### src/rtl/stopwatch_ctrl_if.sv
// Button-request and run-control signal bundle between the debounced
// buttons / counter datapath (master side) and the stopwatch sequencer (slave side).
interface stopwatch_ctrl_if;
  logic       i_fStart;
  logic       i_fStop;
  logic       i_fLap;
  logic       o_Tick;
  logic       o_Clr;
  logic       o_Hold;
  logic [1:0] o_State;

  // Sequencer side: consumes button requests, produces run-control outputs.
  modport slave (
    input  i_fStart,
    input  i_fStop,
    input  i_fLap,
    output o_Tick,
    output o_Clr,
    output o_Hold,
    output o_State
  );

  // Environment side: drives button requests, observes run-control outputs.
  modport master (
    output i_fStart,
    output i_fStop,
    output i_fLap,
    input  o_Tick,
    input  o_Clr,
    input  o_Hold,
    input  o_State
  );
endinterface

### src/rtl/stopwatch_ctrl.sv
// Stopwatch run-control sequencer: edge-detects the Start/Stop/Lap buttons,
// runs the IDLE/RUN/PAUSE/LAP state machine, and generates the counter's
// count-enable tick, clear pulse and display-hold flag.
module stopwatch_ctrl #(
  parameter int P_TICK_DIV = 500000
) (
  input  logic               i_Clk,
  input  logic               i_Rst,
  stopwatch_ctrl_if.slave    bus
);

  localparam int W = $clog2(P_TICK_DIV);
  localparam logic [W-1:0] LAST = W'(P_TICK_DIV - 1);

  typedef enum logic [1:0] {
    IDLE  = 2'd0,
    RUN   = 2'd1,
    PAUSE = 2'd2,
    LAP   = 2'd3
  } state_e;

  state_e         state_q, state_d;
  logic           startPrev_q, stopPrev_q, lapPrev_q;
  logic           hold_q, clr_q;
  logic [W-1:0]   presc_q, presc_d;
  logic           tick_q, tick_d;

  logic           startRise, stopRise, lapRise;
  logic           stopEv, startEv, lapEv;
  logic           counting;

  // A button acts once per rising edge; Stop outranks Start, which outranks Lap.
  assign startRise = bus.i_fStart & ~startPrev_q;
  assign stopRise  = bus.i_fStop  & ~stopPrev_q;
  assign lapRise   = bus.i_fLap   & ~lapPrev_q;
  assign stopEv    = stopRise;
  assign startEv   = startRise & ~stopRise;
  assign lapEv     = lapRise & ~stopRise & ~startRise;

  // The prescaler advances only while the registered state is a running one.
  assign counting  = (state_q == RUN) || (state_q == LAP);

  // Previous-sample registers for the button edge detectors.
  always_ff @(posedge i_Clk or negedge i_Rst) begin
    if (!i_Rst) begin
      startPrev_q <= 1'b0;
      stopPrev_q  <= 1'b0;
      lapPrev_q   <= 1'b0;
    end else begin
      startPrev_q <= bus.i_fStart;
      stopPrev_q  <= bus.i_fStop;
      lapPrev_q   <= bus.i_fLap;
    end
  end

  // State register, with hold flag and clear pulse registered alongside it.
  always_ff @(posedge i_Clk or negedge i_Rst) begin
    if (!i_Rst) begin
      state_q <= IDLE;
      hold_q  <= 1'b0;
      clr_q   <= 1'b0;
    end else begin
      state_q <= state_d;
      hold_q  <= (state_d == LAP);
      clr_q   <= stopEv;
    end
  end

  // Next-state logic; events not meaningful in the current state are ignored.
  always_comb begin
    state_d = state_q;
    if (stopEv) begin
      state_d = IDLE;
    end else begin
      unique case (state_q)
        IDLE:    if (startEv) state_d = RUN;
        RUN:     if (startEv) state_d = PAUSE;
                 else if (lapEv) state_d = LAP;
        LAP:     if (startEv) state_d = PAUSE;
                 else if (lapEv) state_d = RUN;
        PAUSE:   if (startEv) state_d = RUN;
        default: state_d = IDLE;
      endcase
    end
  end

  // Prescaler: cleared by Stop or IDLE, frozen in PAUSE so a resumed run keeps
  // its partial period, and wrapping with a tick at the last count.
  always_comb begin
    presc_d = presc_q;
    tick_d  = 1'b0;
    if (stopEv || (state_q == IDLE)) begin
      presc_d = '0;
    end else if (counting) begin
      if (presc_q == LAST) begin
        presc_d = '0;
        tick_d  = 1'b1;
      end else begin
        presc_d = presc_q + W'(1);
      end
    end
  end

  // Prescaler and tick registers.
  always_ff @(posedge i_Clk or negedge i_Rst) begin
    if (!i_Rst) begin
      presc_q <= '0;
      tick_q  <= 1'b0;
    end else begin
      presc_q <= presc_d;
      tick_q  <= tick_d;
    end
  end

  assign bus.o_State = state_q;
  assign bus.o_Hold  = hold_q;
  assign bus.o_Clr   = clr_q;
  assign bus.o_Tick  = tick_q;

endmodule
### src/flat_wrapper.sv
// flat-port wrapper written by rule: the top's interface ports become plain ports
module stopwatch_ctrl_flat 
#(
  parameter int P_TICK_DIV = 500000
)
  (i_Clk, i_Rst, bus_i_fStart, bus_i_fStop, bus_i_fLap, bus_o_Tick, bus_o_Clr, bus_o_Hold, bus_o_State);
  stopwatch_ctrl_if bus_i ();
  input  logic i_Clk;
  input  logic i_Rst;
  input wire logic [$bits(bus_i.i_fStart)-1:0] bus_i_fStart;
  input wire logic [$bits(bus_i.i_fStop)-1:0] bus_i_fStop;
  input wire logic [$bits(bus_i.i_fLap)-1:0] bus_i_fLap;
  output wire logic [$bits(bus_i.o_Tick)-1:0] bus_o_Tick;
  output wire logic [$bits(bus_i.o_Clr)-1:0] bus_o_Clr;
  output wire logic [$bits(bus_i.o_Hold)-1:0] bus_o_Hold;
  output wire logic [$bits(bus_i.o_State)-1:0] bus_o_State;
  assign bus_i.i_fStart = bus_i_fStart;
  assign bus_i.i_fStop = bus_i_fStop;
  assign bus_i.i_fLap = bus_i_fLap;
  assign bus_o_Tick = bus_i.o_Tick;
  assign bus_o_Clr = bus_i.o_Clr;
  assign bus_o_Hold = bus_i.o_Hold;
  assign bus_o_State = bus_i.o_State;
  stopwatch_ctrl #(.P_TICK_DIV(P_TICK_DIV)) u_core (.i_Clk(i_Clk), .i_Rst(i_Rst), .bus(bus_i));
endmodule
### config.mk
export PLATFORM = sky130hd
export DESIGN_NAME = stopwatch_ctrl_flat
export DESIGN_NICKNAME = d
export VERILOG_FILES = /design/src/rtl/stopwatch_ctrl_if.sv /design/src/rtl/stopwatch_ctrl.sv /design/src/flat_wrapper.sv
export SDC_FILE = /design/constraint.sdc
export NUM_CORES = 1
export LEC_CHECK = 0
export CAP_MARGIN = 40
export CORE_ASPECT_RATIO = 1.25
export CORE_MARGIN = 1
export CORE_UTILIZATION = 50
export DETAILED_ROUTE_END_ITERATION = 16
export PLACE_DENSITY = 0.76
export SETUP_SLACK_MARGIN = 0.4
export SLEW_MARGIN = 5
export SYNTH_ARGS = -nofsm -noshare
export SYNTH_HDL_FRONTEND = slang
export SYNTH_SLANG_ARGS = --single-unit
### constraint.sdc
create_clock -name i_Clk -period 3.55 [get_ports i_Clk]
set_input_delay 0.8875 -clock i_Clk [delete_from_list [all_inputs] [get_ports i_Clk]]
set_output_delay 0.8875 -clock i_Clk [all_outputs]
set_load 0.02 [all_outputs]
==> key figures <==
Die
  – # IOs: 10
  – FP Rows: 21
  – Core area: 2680 µm²
  – Chip width: 49.35 µm
  – Chip height: 61.19 µm
  – Die ar.: 3020 µm²
  – Initial Utilization: 52.29%

Worst setup path
  – CP Launch Point: u_core.bus.o_State[0]
  – CP max FO: 11
  – Crit Path Class: register to output pin
  – WP buf/inv: 1
  – Worst r2r dst: u_core.presc_q[13]
  – CP arrival: 1560 ps
  – Category of the worst setup path capture point: output pin
  – Critical Path Start Type: register
  – CP endpoint: bus_o_State[0]
  – R2r startpoint: u_core.presc_q[0]
  – Slowest CP cell: clkdlybuf4s50_1
  – Reg2reg path depth: 6
  – Critical Path Max Stage Delay: 670 ps
  – Crit-path cells: clkdlybuf4s50_1
  – Top delay family on crit path: buffers and inverters
  – Flop2flop setup slack: 1570 ps
  – Critical Path Stages: 1
  – Critical path required time: 2660 ps

STA
  – Final period util: 68.92%
  – Setup WS post-layout: 1103 ps
  – Worst hold slack: 491.5 ps
  – Pins Over Slew Limit: 0
  – Fin crit period: 2447 ps
  – Max-slew headroom: 65.27%
  – Final Hold Viols: 0
  – Fmax: 408.7 MHz
  – Actual slew at the worst max-slew pin: 521.0 ps
  – Setup Skew: 2.970 ps
  – Unrepaired setup endpoints after global routing: no
  – Final Setup Violations: 0
  – Post-route setup TNS: 0 ps

Synth
  – Syn avg cell area: 9.869 µm²
  – Post-synthesis instance total: 142
  – Fraction of registers with async set/reset: 100.0%
  – Net count after synthesis: 148
  – Distinct cells, synth: 40
  – Post-synth EDFFs: 0
  – Ys Warns: 0
  – Post-synth top flop: dfrtp_1
  – Cell Area, Synth: 1401 µm²
  – Post-synth top area share: 48.21%
  – Seq cells post-synth: 27
  – Sequential share of the synthesized area: 48.21%
  – Synth area leader: dfrtp_1
  – Ranking of synthesized cells by area: dfrtp_1, xnor2_1, nor2_1

Power
  – Sequential share of power: 58.6%
  – Clk pwr share: 23.4%
  – Psw: 0.0001707 W
  – Logic pwr share: 18.0%
  – Total power: 0.0005767 W
  – Max IR drop VDD: 0.0002501 V
  – Sw Ratio: 29.59%
  – Pint: 0.0004060 W
  – PD cells: 371.4 nW/µm²
  – Leak: 0.6337 nW

Layout
  – # fillers: 239
  – Fin nets: 160
  – Multi-input gate area: 688.2 µm²
  – Area Growth Syn to Fin: 10.80%
  – ANT cells: 0
  – Reg area: 675.6 µm²
  – Post-route insts no fill: 187
  – Share of cells above drive strength 1: 8.497%

Global routing
  – Vias in the first global route: 1002
  – Largest net degree at the start of global routing: 28
  – Tot GR Track Use: 20.40%
  – Initial antenna violation count: 0
  – Global-route wire length before repair: 4595 µm
  – Total gr overflow: 0

Placement
  – Placer Congestion: 0.7994
  – Pre-CTS setup slack: 940.0 ps
  – # port buffers: 9
  – DP HPWL: 1899 µm
  – Placed insts: 183

Clock tree
  – Num Clock Sinks: 27
  – Clock root cell: clkbuf_4
  – H-tree levels: 1
  – Post-cts sizing count: 0
  – Insertion delay to the later sink of the worst-skew pair: 320 ps
  – CTS tree: done
  – Clock buffer depth: 2
  – Setup bufs post-CTS: 0
  – CTS Buf Count: 3
  – Clock transition at path regs: 150 ps
  – CTS hold repair buffers: 0

Min path
  – Hold wc startpoint: u_core.presc_q[17]
  – HP Class: register to register
  – Worst hold path cell count: 1

Drt
  – Final antenna-violating net count: 0
  – Router iterations before antenna repair: 4
  – Vias/cell: 5.529
  – Vias: 1034
  – Initial DRC Count: 16
  – Total detailed-routing wirelength: 2596 µm
  – Detailed-route DRC error count: 0
  – WL/cell: 13.88 µm

Run
  – Max Cap Violations: 0

Status
  – Outcome: completed
==> through the flow <==
| stage | cell area (µm²) | util, % |
|---|---|---|
| final | 1553 | 57.94 |
| after global routing | 1553 | 57.94 |
| after CTS | 1553 | 57.94 |
| after detailed placement | 1523 | 56.82 |
| after global placement | 1523 | 56.82 |
| after floorplan | 1401 | - |
==> synth_stat cells, types with 2 or more instances <==
cell type  instances
nor2_1            20
o21ai_0            4
buf_2              3
nor3_1             5
inv_1              2
xnor2_1           11
nand2_1           12
nand3_1            4
a21oi_1            6
nor2b_1            4
and3_1             3
a22oi_1            2
xor2_1             2
dfrtp_1           27
and4_1             2
a21o_1             2
nand4_1            5
mux2i_1            2
nand2b_1           3
nand3b_1           2
and2_1             2
==> kinds of logic (layout without fill, tap and decap cells) <==
kind of cell    Yosys count  after routing  synth area share (%)
compound gates           21             21                 9.732
xor+xnor                 13             13                 8.125
fa+ha+maj                 1              1                0.8927
buf+inv                   7             18                 2.678
flops                    27             27                 48.21
mux                       2              2                 1.429
simple gates             71             71                 28.93
==> worst min-delay path by stage <==
stage / to / slack, ps
floorplan: u_core.presc_q[17] / 440
global route: u_core.presc_q[17] / 540
detailed placement: u_core.presc_q[17] / 480
finish: u_core.presc_q[17] / 490
CTS: u_core.presc_q[17] / 500
global placement: u_core.presc_q[17] / 460
==> cell usage in the layout, fill, tap and decap left out, types with 2 or more instances in the layout <==
cell type         n
o21ai_0           4
a22oi_1           2
inv_1             2
a21o_1            2
xnor2_1          11
clkbuf_4          3
nor2_1           20
buf_4             2
a21oi_1           6
nor2b_1           4
dfrtp_1          27
nand3b_1          2
and4_1            2
clkdlybuf4s50_1   9
mux2i_1           2
xor2_1            2
nand2b_1          3
nor3_1            5
nand2_1          12
nand4_1           5
nand3_1           4
and3_1            3
and2_1            2
==> flip-flops by register name, summed over array words and instances, names as in the netlist <==
register            cells
u_core.presc_q         19
u_core.startPrev_q      1
u_core.bus.o_Hold       1
u_core.bus.o_Tick       1
u_core.bus.o_Clr        1
u_core.stopPrev_q       1
u_core.bus.o_State      2
u_core.lapPrev_q        1
==> power groups by stage <==
stage	combinational [W]	sequential, W	clock (W)
after floorplan	0.0000691	0.000343	0
after CTS	0.000104	0.000337	0.000139
final	0.000104	0.000338	0.000135
after detailed placement	0.000103	0.000343	0
after global routing	0.000116	0.000340	0.000153
after global placement	0.000101	0.000342	0
==> area by class of cell <==
class / count / share of cell area [%]
tap: 34 / 2.740
multi-input combinational: 108 / 44.32
sequential: 27 / 43.51
clock buffer: 3 / 1.450
timing repair buffer: 11 / 6.769
inverter: 3 / 0.7252
clock inverter: 1 / 0.4835
==> per-layer routing <==
layer  vias to the layer above  wire, µm  global-route usage [%]
li1                        522         -                       -
met1                       495      1214                   25.87
met2                        13      1292                   35.81
met3                         4        57                   2.963
met4                         0        31                   7.563
met5                         -         0                       0
No activity file was read; power rests on OpenSTA's default activity.
